**src/rtl/fork_masked_pkg.sv**
```systemverilog
// fork_masked_pkg
//   Shared constants for the masked eager fork slice: the default channel
//   count and payload width used by the interface and the top-level.
//   No ports; imported by the other files of this block.
package fork_masked_pkg;

  localparam int DEFAULT_SIZE      = 2;
  localparam int DEFAULT_DATA_TYPE = 32;

endpackage

```
**src/rtl/fork_masked_if.sv**
```systemverilog
// fork_masked_if
//   Handshake bundle for the masked eager fork: one input channel carrying a
//   payload plus destination mask, and SIZE output channels sharing that
//   payload.
//   Signals:
//     ins        - input payload (DATA_TYPE bits)
//     ins_mask   - destination mask, bit i selects output i
//     ins_valid  - input token present
//     ins_ready  - input token consumed this cycle
//     outs       - SIZE payload slices, channel i at [(i+1)*DATA_TYPE-1 : i*DATA_TYPE]
//     outs_valid - per-output valid
//     outs_ready - per-output ready
//   Modports:
//     master - the environment side (drives the input token and output readies)
//     slave  - the fork itself
interface fork_masked_if #(
  parameter int SIZE      = fork_masked_pkg::DEFAULT_SIZE,
  parameter int DATA_TYPE = fork_masked_pkg::DEFAULT_DATA_TYPE
);
  import fork_masked_pkg::*;

  logic [DATA_TYPE-1:0]      ins;
  logic [SIZE-1:0]           ins_mask;
  logic                      ins_valid;
  logic                      ins_ready;
  logic [SIZE*DATA_TYPE-1:0] outs;
  logic [SIZE-1:0]           outs_valid;
  logic [SIZE-1:0]           outs_ready;

  modport master (
    output ins, ins_mask, ins_valid, outs_ready,
    input  ins_ready, outs, outs_valid
  );

  modport slave (
    input  ins, ins_mask, ins_valid, outs_ready,
    output ins_ready, outs, outs_valid
  );

endinterface

```
**src/rtl/fork_masked_block.sv**
```systemverilog
// fork_mask_register_block
//   Per-output bookkeeping of the masked eager fork. Holds one "sent" flag
//   recording that this output already took the token currently presented.
//   Ports:
//     clk, rst     - clock and synchronous active-high reset
//     ins_valid    - input token present
//     sel          - this output's mask bit for the current token
//     outs_ready   - this output's ready
//     backpressure - token present but not completing this cycle
//     outs_valid   - this output's valid
//     blockStop    - this output is selected, still owes a transfer and is stalling
//
// or_n
//   Plain OR reduction over SIZE bits.
//   Ports: ins (SIZE bits) in, outs (1 bit) out.
module fork_mask_register_block import fork_masked_pkg::*; (
  input  logic clk,
  input  logic rst,
  input  logic ins_valid,
  input  logic sel,
  input  logic outs_ready,
  input  logic backpressure,
  output logic outs_valid,
  output logic blockStop
);

  logic sent_q;
  logic sent_d;

  assign outs_valid = ins_valid & sel & ~sent_q;
  assign blockStop  = outs_valid & ~outs_ready;

  // The flag only accumulates while the token is stuck; once the token
  // completes (or no token is present) every flag returns to zero, so an
  // output transferring in the completing cycle never leaves its flag set.
  always_comb begin
    sent_d = 1'b0;
    if (backpressure) begin
      sent_d = sent_q | (outs_valid & outs_ready);
    end
  end

  always_ff @(posedge clk) begin
    if (rst) begin
      sent_q <= 1'b0;
    end else begin
      sent_q <= sent_d;
    end
  end

endmodule

module or_n #(
  parameter int SIZE = 2
) (
  input  logic [SIZE-1:0] ins,
  output logic            outs
);

  assign outs = |ins;

endmodule

```
**src/rtl/fork_masked.sv**
```systemverilog
// fork_masked
//   Eager fork with data and a per-token destination mask. The input token
//   is broadcast to every output selected by ins_mask; each selected output
//   may accept in a different cycle, and the input is consumed only once all
//   selected outputs have taken it. All outputs are combinational from the
//   inputs and the per-output sent flags; latency is zero.
//   Ports:
//     clk, rst - clock and synchronous active-high reset
//     bus      - fork_masked_if slave modport (input token, SIZE outputs)
module fork_masked import fork_masked_pkg::*; #(
  parameter int SIZE      = DEFAULT_SIZE,
  parameter int DATA_TYPE = DEFAULT_DATA_TYPE
) (
  input logic          clk,
  input logic          rst,
  fork_masked_if.slave bus
);

  logic [SIZE-1:0] block_stop;
  logic [SIZE-1:0] outs_valid_w;
  logic            any_stop;
  logic            ins_ready_w;
  logic            backpressure;

  // Payload fan-out is pure wiring: every channel sees the input payload.
  assign bus.outs       = {SIZE{bus.ins}};
  assign bus.outs_valid = outs_valid_w;
  assign bus.ins_ready  = ins_ready_w;

  assign ins_ready_w  = ~any_stop;
  assign backpressure = bus.ins_valid & ~ins_ready_w;

  for (genvar i = 0; i < SIZE; i++) begin : g_blk
    fork_mask_register_block u_blk (
      .clk          (clk),
      .rst          (rst),
      .ins_valid    (bus.ins_valid),
      .sel          (bus.ins_mask[i]),
      .outs_ready   (bus.outs_ready[i]),
      .backpressure (backpressure),
      .outs_valid   (outs_valid_w[i]),
      .blockStop    (block_stop[i])
    );
  end

  or_n #(.SIZE(SIZE)) u_stop_or (
    .ins  (block_stop),
    .outs (any_stop)
  );

endmodule

```
**src/flat_wrapper.sv**
```systemverilog
// flat-port wrapper written by rule: the top's interface ports become plain ports
module fork_masked_flat import fork_masked_pkg::*;
#(
  parameter int SIZE      = DEFAULT_SIZE,
  parameter int DATA_TYPE = DEFAULT_DATA_TYPE
)
  (clk, rst, bus_ins, bus_ins_mask, bus_ins_valid, bus_outs_ready, bus_ins_ready, bus_outs, bus_outs_valid);
  fork_masked_if #(.SIZE(SIZE), .DATA_TYPE(DATA_TYPE)) bus_i ();
  input logic clk;
  input logic rst;
  input wire logic [$bits(bus_i.ins)-1:0] bus_ins;
  input wire logic [$bits(bus_i.ins_mask)-1:0] bus_ins_mask;
  input wire logic [$bits(bus_i.ins_valid)-1:0] bus_ins_valid;
  input wire logic [$bits(bus_i.outs_ready)-1:0] bus_outs_ready;
  output wire logic [$bits(bus_i.ins_ready)-1:0] bus_ins_ready;
  output wire logic [$bits(bus_i.outs)-1:0] bus_outs;
  output wire logic [$bits(bus_i.outs_valid)-1:0] bus_outs_valid;
  assign bus_i.ins = bus_ins;
  assign bus_i.ins_mask = bus_ins_mask;
  assign bus_i.ins_valid = bus_ins_valid;
  assign bus_i.outs_ready = bus_outs_ready;
  assign bus_ins_ready = bus_i.ins_ready;
  assign bus_outs = bus_i.outs;
  assign bus_outs_valid = bus_i.outs_valid;
  fork_masked #(.SIZE(SIZE), .DATA_TYPE(DATA_TYPE)) u_core (.clk(clk), .rst(rst), .bus(bus_i));
endmodule
```
**config.mk**
```make
export PLATFORM = sky130hd
export DESIGN_NAME = fork_masked_flat
export DESIGN_NICKNAME = d
export VERILOG_FILES = /design/src/rtl/fork_masked_pkg.sv /design/src/rtl/fork_masked_if.sv /design/src/rtl/fork_masked_block.sv /design/src/rtl/fork_masked.sv /design/src/flat_wrapper.sv
export SDC_FILE = /design/constraint.sdc
export NUM_CORES = 1
export LEC_CHECK = 0
export ABC_CLOCK_PERIOD_IN_PS = 2050
export CAP_MARGIN = 30
export CELL_PAD_IN_SITES_DETAIL_PLACEMENT = 1
export CELL_PAD_IN_SITES_GLOBAL_PLACEMENT = 2
export CORE_MARGIN = 2
export CORE_UTILIZATION = 10
export DETAILED_ROUTE_END_ITERATION = 16
export PLACE_DENSITY_LB_ADDON = 0.1
export SYNTH_ARGS = -nofsm -noshare
export SYNTH_HDL_FRONTEND = slang
export SYNTH_SLANG_ARGS = --single-unit
```
**constraint.sdc**
```tcl
create_clock -name clk -period 2.05 [get_ports clk]
set_input_delay 0.3075 -clock clk [delete_from_list [all_inputs] [get_ports clk]]
set_output_delay 0.3075 -clock clk [all_outputs]
set_load 0.05 [all_outputs]
```
# [After elaboration in Yosys (flattened, before gate mapping)]
# Index checks and enable logic that the tools add are counted.
[classes] n_reduce_logical=2 bitwise_logic=17
[op_table] cell="$and A1 B1 Y1" count=9
[op_table] cell="$not A1 Y1" count=6
[op_table] cell="$reduce_or A2 Y1" count=2
[op_table] cell="$or A1 B1 Y1" count=2
[word_totals] in_bits=39 elab_cells=21 regBits=2 output_inout_bits=67

# [Logic depth before layout (Yosys ltp)]
# Gate-level depths: netlist of the first run.
[logic_depth] depth_word=7 mapped_depth=2 mapped_depth_nobuf=2

# [Cells and area by module]
# A second synthesis of the first run with hierarchy kept.
[hier_totals] hier_cells=79 hier_area_um2=599.3
[by_module_without_submodules] mod="fork_masked" cells_each=66 seq_area_each_um2=0.0 area_each_um2=490.5 instances=1
[by_module_without_submodules] mod="fork_mask_register_block" cells_each=6 seq_area_each_um2=20.0 area_each_um2=51.3 instances=2
[by_module_without_submodules] mod="or_n" cells_each=1 seq_area_each_um2=0.0 area_each_um2=6.3 instances=1

# [Worst setup path before layout of the first run]
# Ideal clock, no wire load.
[synth_path] path_kind="flip-flop to output port" startpoint="register u_core.g_blk[0].u_blk.sent_q" endpoint="output bus_ins_ready" n_path_buf=0 stages_incl_launch_ff=3 arrival_ns=1.185 slack_ns=0.558 required_time_ns=1.742 cell_sequence="dfxtp_1 and4bb_1 nor2_1"
[synth_between] elab_chain_cells=5
[synth_rtl] item="start, declared" line="fork_masked_block.sv:27" source="logic sent_q;"
[synth_rtl] item="start signal, assigned" line="fork_masked_block.sv:47" source="sent_q <= sent_d;"
[synth_rtl] item="$not A1 Y1" line="fork_masked_block.sv:30" source="assign outs_valid = ins_valid & sel & ~sent_q;"
[synth_rtl] item="$and A1 B1 Y1" line="fork_masked_block.sv:30"
[synth_rtl] item="$and A1 B1 Y1" line="fork_masked_block.sv:31" source="assign blockStop = outs_valid & ~outs_ready;"
[synth_rtl] item="$reduce_or A2 Y1" line="fork_masked_block.sv:60" source="assign outs = |ins;"
[synth_rtl] item="$not A1 Y1" line="fork_masked.sv:30" source="assign ins_ready_w = ~any_stop;"
[synth_rtl] item="end, declared" line="flat_wrapper.sv:15" source="output wire logic [$bits(bus_i.ins_ready)-1:0] bus_ins_ready;"
# Every way passes these cells.

# [Worst setup path after layout of the first run]
[layout_path] startpoint="input bus_ins_valid" endpoint="output bus_ins_ready"
[layout_between] elab_chain_cells=5 elab_cells_between_ends=8 classes_between="7 x bitwise; 1 x reduce/logical"
[layout_rtl] item="start, declared" line="flat_wrapper.sv:13" source="input wire logic [$bits(bus_i.ins_valid)-1:0] bus_ins_valid;"
[layout_rtl] item="$and A1 B1 Y1 (2 in series)" line="fork_masked_block.sv:30"
[layout_rtl] item="$and A1 B1 Y1" line="fork_masked_block.sv:31"
[layout_rtl] item="$reduce_or A2 Y1 *" line="fork_masked_block.sv:60"
[layout_rtl] item="$not A1 Y1 *" line="fork_masked.sv:30"
# Every way passes the cells marked *; elsewhere a longest branch is shown, timed or not.

==> flow_metrics.py, run 1 <==
metrics = {
    "outcome": {
        "status": "completed",
    },
    "timing": {
        "rsz0062_at_grt": "false",
        "worst_pin_slew_ns": 0.2285,
        "skew_ns": 0.0005037,
        "finalSetupTns_ns": 0,
        "fmax_ghz": 0.5821,
        "final.period_utilization_pct": 83.81,
        "period_needed_ns": 1.718,
        "finalHoldViolCount": 0,
        "relSlewSlack_pct": 84.71,
        "setup_viol": 0,
        "drv_slew": 0,
    },
    "finish": {
        "fin_nets": 65,
        "max_flop_register": "u_core.g_blk.u_blk.sent_q",
        "top_regs": "u_core.g_blk.u_blk.sent_q x2",
        "fill_cells": 694,
        "largest_reg_flops": 2,
        "postLayoutCoreUtil_pct": 6.433,
        "area_growth_syn_to_layout_pct": -38.40,
        "diodes": 0,
        "drive_above_1_share_pct": 41.67,
    },
    "cts": {
        "cts_resized": 0,
        "cts_sinks": 2,
        "clk_latency_ns": 0.21,
        "cts_tree": "built",
        "root_buffer": "clkbuf_8",
        "cts_hold_buf": 0,
        "cts-buffers-inserted": 3,
        "htree_levels": 1,
        "cts_setup_buffers": 0,
        "cts_buffer_depth": 2,
        "path_clk_slew_ns": 0.03,
    },
    "pwr": {
        "pwr-share-comb_pct": 21.3,
        "power_density_nw_per_um2": 634.0,
        "leakage_uw": 0.0001196,
        "p_seq_share_pct": 16.2,
        "ir_drop_v": 0.0001354,
        "p_int_uw": 191.5,
        "switching_power_uw": 52.82,
        "pwr-share-clk_pct": 62.4,
        "switching_share_pct": 21.62,
    },
    "route": {
        "vias_per_cell": 1.657,
        "drc": 0,
        "wire_per_inst_um": 8.222,
        "totalWireLength_um": 814,
        "first_pass_iters": 2,
        "ant_nets": 0,
        "drt-initial-drc-count": 3,
        "vias": 164,
    },
    "worst_setup_path": {
        "cp-start-kind": "input pin",
        "critPathRequiredTime_ns": 1.74,
        "critPathKind": "input pin to output port",
        "end_kind": "output port",
        "cp.arrival_ns": 1.41,
        "cp_max_fo": 5,
    },
    "synthesis": {
        "synthCells": 78,
        "ys_ff_latch": 2,
        "syn-num-nets": 117,
        "netlist_area_um2": 625.6,
        "synth.avg_cell_area_um2": 8.021,
        "synth_cell_types": 8,
        "yosysSeqAreaShare_pct": 6.400,
        "synth_warnings": 0,
    },
    "global_routing": {
        "grt.total_usage_pct": 2.390,
        "antenna_found_initial": 0,
        "gr-total-overflow": 0,
        "grt_pass1_wl_mm": 1.138,
        "grt_max_degree": 6,
        "grt_pass1_vias": 220,
    },
    "die": {
        "initial_utilization_pct": 10.44,
        "dieHeight_um": 83.10,
        "fp-row-count": 28,
        "die_area_um2": 6905,
        "core_um2": 5991,
        "pin_count": 106,
        "die_w_um": 83.10,
    },
    "placement": {
        "routabilityCongestion": 0.5956,
        "portBuffers": 9,
    },
    "run": {
        "drv_cap": 0,
    },
    "worst_hold_path": {
        "hold_path_class": "flop to flop",
    },
}
[worst max-delay path: stages]
cell and delay, ns:
clkdlybuf4s50_1 0.47, and4bb_1 0.25, nor2_1 0.21, buf_12 0.17
[cells in the mapped netlist (all sizes together)]
library cell | instances | area (µm²)
nor2 | 1 | 3.750
buf | 66 | 495.5
a21oi | 2 | 10.01
nor3b | 2 | 25.02
and3b | 2 | 20.02
nand2b | 1 | 6.260
and4bb | 2 | 25.02
dfxtp | 2 | 40.04
[cell type report]
class	count	area (µm²)	share of cell area, %
repair buffers	9	120.1	31.17
multi-input cells	10	90.09	23.38
well taps	75	93.84	24.35
clock buffers	3	41.29	10.71
flip-flops and latches	2	40.04	10.39
[final timing paths]
| check | startpoint | end | slack (ns) | cells past startpoint |
|---|---|---|---|---|
| max | bus_ins_valid | bus_ins_ready | 0.33 | 4 |
| min | u_core.g_blk[1].u_blk.sent_q$_SDFF_PP0_ | u_core.g_blk[1].u_blk.sent_q$_SDFF_PP0_ | 0.57 | 2 |
| max reg2reg | u_core.g_blk[0].u_blk.sent_q$_SDFF_PP0_ | u_core.g_blk[1].u_blk.sent_q$_SDFF_PP0_ | 1.22 | 2 |
| min reg2reg | u_core.g_blk[1].u_blk.sent_q$_SDFF_PP0_ | u_core.g_blk[1].u_blk.sent_q$_SDFF_PP0_ | 0.57 | 2 |
[power groups by stage]
stage,clock network [µW],logic (µW),registers (µW)
6_report,152,52.2,39.7
4_1_cts,158,53.3,39.7
2_1_floorplan,0,360,40.1
5_1_grt,159,55.5,39.7
3_5_place_dp,0,53.1,40.1
3_3_place_gp,0,53.1,40.2
[metal layers]
| layer | track usage (%) | wire (µm) | vias up |
|---|---|---|---|
| li1 | - | - | 70 |
| met1 | 2.440 | 328 | 70 |
| met2 | 2.199 | 278 | 14 |
| met3 | 1.590 | 161 | 10 |
| met4 | 4.322 | 44 | 0 |
| met5 | 0 | 0 | - |
[cells in the final DEF (no fill, tap or decap)]
cell type / Yosys / routed
nor3b_2: 2 / 2
and4bb_1: 2 / 2
clkbuf_8: 0 / 3
a21oi_1: 2 / 2
nor2_1: 1 / 1
and3b_2: 2 / 2
buf_12: 0 / 3
dfxtp_1: 2 / 2
nand2b_1: 1 / 1
clkdlybuf4s50_1: 0 / 6
[metrics by stage]
stage	instances	worst slack (ns)	area, µm²	total power (µW)	hold slack (ns)
6_report	99	0.3320	385.4	244.3	0.5671
5_1_grt	99	0.2126	385.4	254.0	0.5974
4_1_cts	99	0.3104	385.4	250.9	0.5760
3_5_place_dp	96	0.3273	344.1	93.24	0.5665
3_3_place_gp	96	0.3401	344.1	93.26	0.5739
2_1_floorplan	78	0.5578	625.6	400.2	0.5080
[cells by family after synthesis]
| logic type | count (synthesis) | share of synthesized area (%) |
|---|---|---|
| AND/OR/NAND/NOR | 8 | 12.80 |
| buffers and inverters | 66 | 79.20 |
| flip-flops | 2 | 6.400 |
| AO/OA/AOI/OAI | 2 | 1.600 |
Power figures use the tool's default switching activity.
==> run 2: changes to the inputs <==
- ABC_CLOCK_PERIOD_IN_PS: 2050 -> 1740
- clock period: 2.05 -> 1.74 ns (I/O delays scaled with it)
==> flow_metrics.py, run 2 (synthesis gave the netlist of run 1 again) <==
metrics = {
    "finish": {
        "fill_cells": 693,
        "most-common-layout-cells": "clkdlybuf4s50_1 (6), clkbuf_8 (3), buf_12 (3)",
        "drive_above_1_share_pct": 45.83,
        "area_growth_syn_to_layout_pct": -38.00,
        "final_common_cell": "clkdlybuf4s50_1",
        "top_regs": "u_core.g_blk.u_blk.sent_q x2",
        "largest_reg_flops": 2,
        "stdcell_area_um2": 387.9,
        "postLayoutCoreUtil_pct": 6.475,
        "max_flop_register": "u_core.g_blk.u_blk.sent_q",
        "fin_nets": 65,
        "diodes": 0,
    },
    "cts": {
        "htree_levels": 1,
        "cts_sinks": 2,
        "clk_latency_ns": 0.21,
        "cts_tree": "built",
        "cts_buffer_depth": 2,
        "root_buffer": "clkbuf_8",
        "cts-buffers-inserted": 3,
    },
    "placement": {
        "portBuffers": 9,
        "placement.setup.worst_slack_ns": 0.1103,
        "placed_area_um2": 344.1,
        "routabilityCongestion": 0.5956,
    },
    "timing": {
        "finalSetupTns_ns": 0,
        "setup_viol": 0,
        "rsz0062_at_grt": "false",
        "period_needed_ns": 1.572,
        "skew_ns": 0.0005037,
        "fmax_ghz": 0.6362,
        "finalHoldViolCount": 0,
        "drv_slew": 0,
        "fin_ws_ns": 0.1681,
        "final.period_utilization_pct": 90.34,
        "worst_pin_slew_ns": 0.1717,
        "relSlewSlack_pct": 88.55,
    },
    "route": {
        "ant_nets": 0,
        "wire_per_inst_um": 8.232,
        "first_pass_iters": 2,
        "drt-initial-drc-count": 3,
        "totalWireLength_um": 815,
        "drc": 0,
        "vias": 164,
        "vias_per_cell": 1.657,
    },
    "worst_setup_path": {
        "r2r-end": "u_core.g_blk[1].u_blk.sent_q$_SDFF_PP0_",
        "r2r_cells": 2,
        "cp_max_fo": 5,
        "critPathRequiredTime_ns": 1.48,
        "critPathKind": "input pin to output port",
        "end_kind": "output port",
        "rrSetupSlack_ns": 0.90,
        "r2r_start": "u_core.g_blk[0].u_blk.sent_q$_SDFF_PP0_",
        "cp.arrival_ns": 1.31,
        "cp-start-kind": "input pin",
    },
    "die": {
        "dieHeight_um": 83.10,
        "pin_count": 106,
        "die_w_um": 83.10,
        "die_area_um2": 6905,
        "initial_utilization_pct": 10.44,
        "core_um2": 5991,
        "fp-row-count": 28,
    },
    "pwr": {
        "leakage_uw": 0.0001202,
        "ir_drop_v": 0.0001603,
        "power_density_nw_per_um2": 743.9,
    },
    "worst_hold_path": {
        "hold-path-cell-count": 0,
        "hold_path_class": "input pin to output port",
        "hold_path_end": "bus_outs[24]",
        "min_from": "bus_ins[24]",
    },
    "global_routing": {
        "grt_max_degree": 6,
        "gr-total-overflow": 0,
        "grt_pass1_wl_mm": 1.138,
        "antenna_found_initial": 0,
        "grt.total_usage_pct": 2.390,
        "grt_pass1_vias": 220,
    },
    "run": {
        "drv_cap": 0,
    },
    "outcome": {
        "status": "completed",
    },
}
## run 2: cell count changes in the layout (fill, tap and decap cells not counted)
cell	delta
nor2_1	-1
nor2_2	+1
## run 2: power by group
| part | switching [µW] | internal (µW) |
|---|---|---|
| clock network | 33.6 | 146 |
| logic | 28.7 | 33.4 |
| registers | 0.181 | 46.6 |
## run 2: worst max path at each step
| stage | from | to | depth (start not counted) |
|---|---|---|---|
| after floorplan | u_core.g_blk[0].u_blk.sent_q$_SDFF_PP0_ | bus_ins_ready | 2 |
| after global placement | bus_ins_valid | bus_ins_ready | 4 |
| after detailed placement | bus_ins_valid | bus_ins_ready | 4 |
| after CTS | bus_ins_valid | bus_ins_ready | 4 |
| after global routing | bus_ins_valid | bus_ins_ready | 4 |
| final | bus_ins_valid | bus_ins_ready | 4 |
## run 2: cell type report
cell class	count	area, µm²	area share [%]
Sequential cell	2	40.04	10.32
Tap cell	75	93.84	24.19
Clock buffer	3	41.29	10.65
Multi-Input combinational cell	10	92.59	23.87
Timing Repair Buffer	9	120.1	30.97
## run 2: worst max-delay path, cell delays in order
cell	delay, ns
clkdlybuf4s50_1	0.47
and4bb_1	0.26
nor2_2	0.17
buf_12	0.15
## run 2: what timing repair did
| item | in CTS | in global routing |
|---|---|---|
| buffers inserted | 0 | 0 |
| hold buffers | 0 | 0 |
| endpoints found under the setup margin | 0 | 1 |
| gates resized for setup | 0 | 1 |
## run 2: per-stage QoR
stage,total power [µW],std cells,hold WS (ns)
floorplan,471.5,78,0.4615
global placement,109.9,96,0.5225
detailed placement,109.9,96,0.5225
CTS,295.7,99,0.5225
global route,299.9,99,0.5221
finish,288.5,99,0.5220
## run 2: metal layers
| metal | up-vias | GRT usage [%] | routed length, µm |
|---|---|---|---|
| li1 | 70 | - | - |
| met1 | 70 | 2.440 | 329 |
| met2 | 14 | 2.199 | 278 |
| met3 | 10 | 1.590 | 161 |
| met4 | 0 | 4.322 | 44 |
| met5 | - | 0 | 0 |
==> run 3: changes to the inputs <==
- SKIP_LAST_GASP: default -> 1
==> results of run 3 <==
The final DEF is identical to that of run 2; final timing and power are the same.
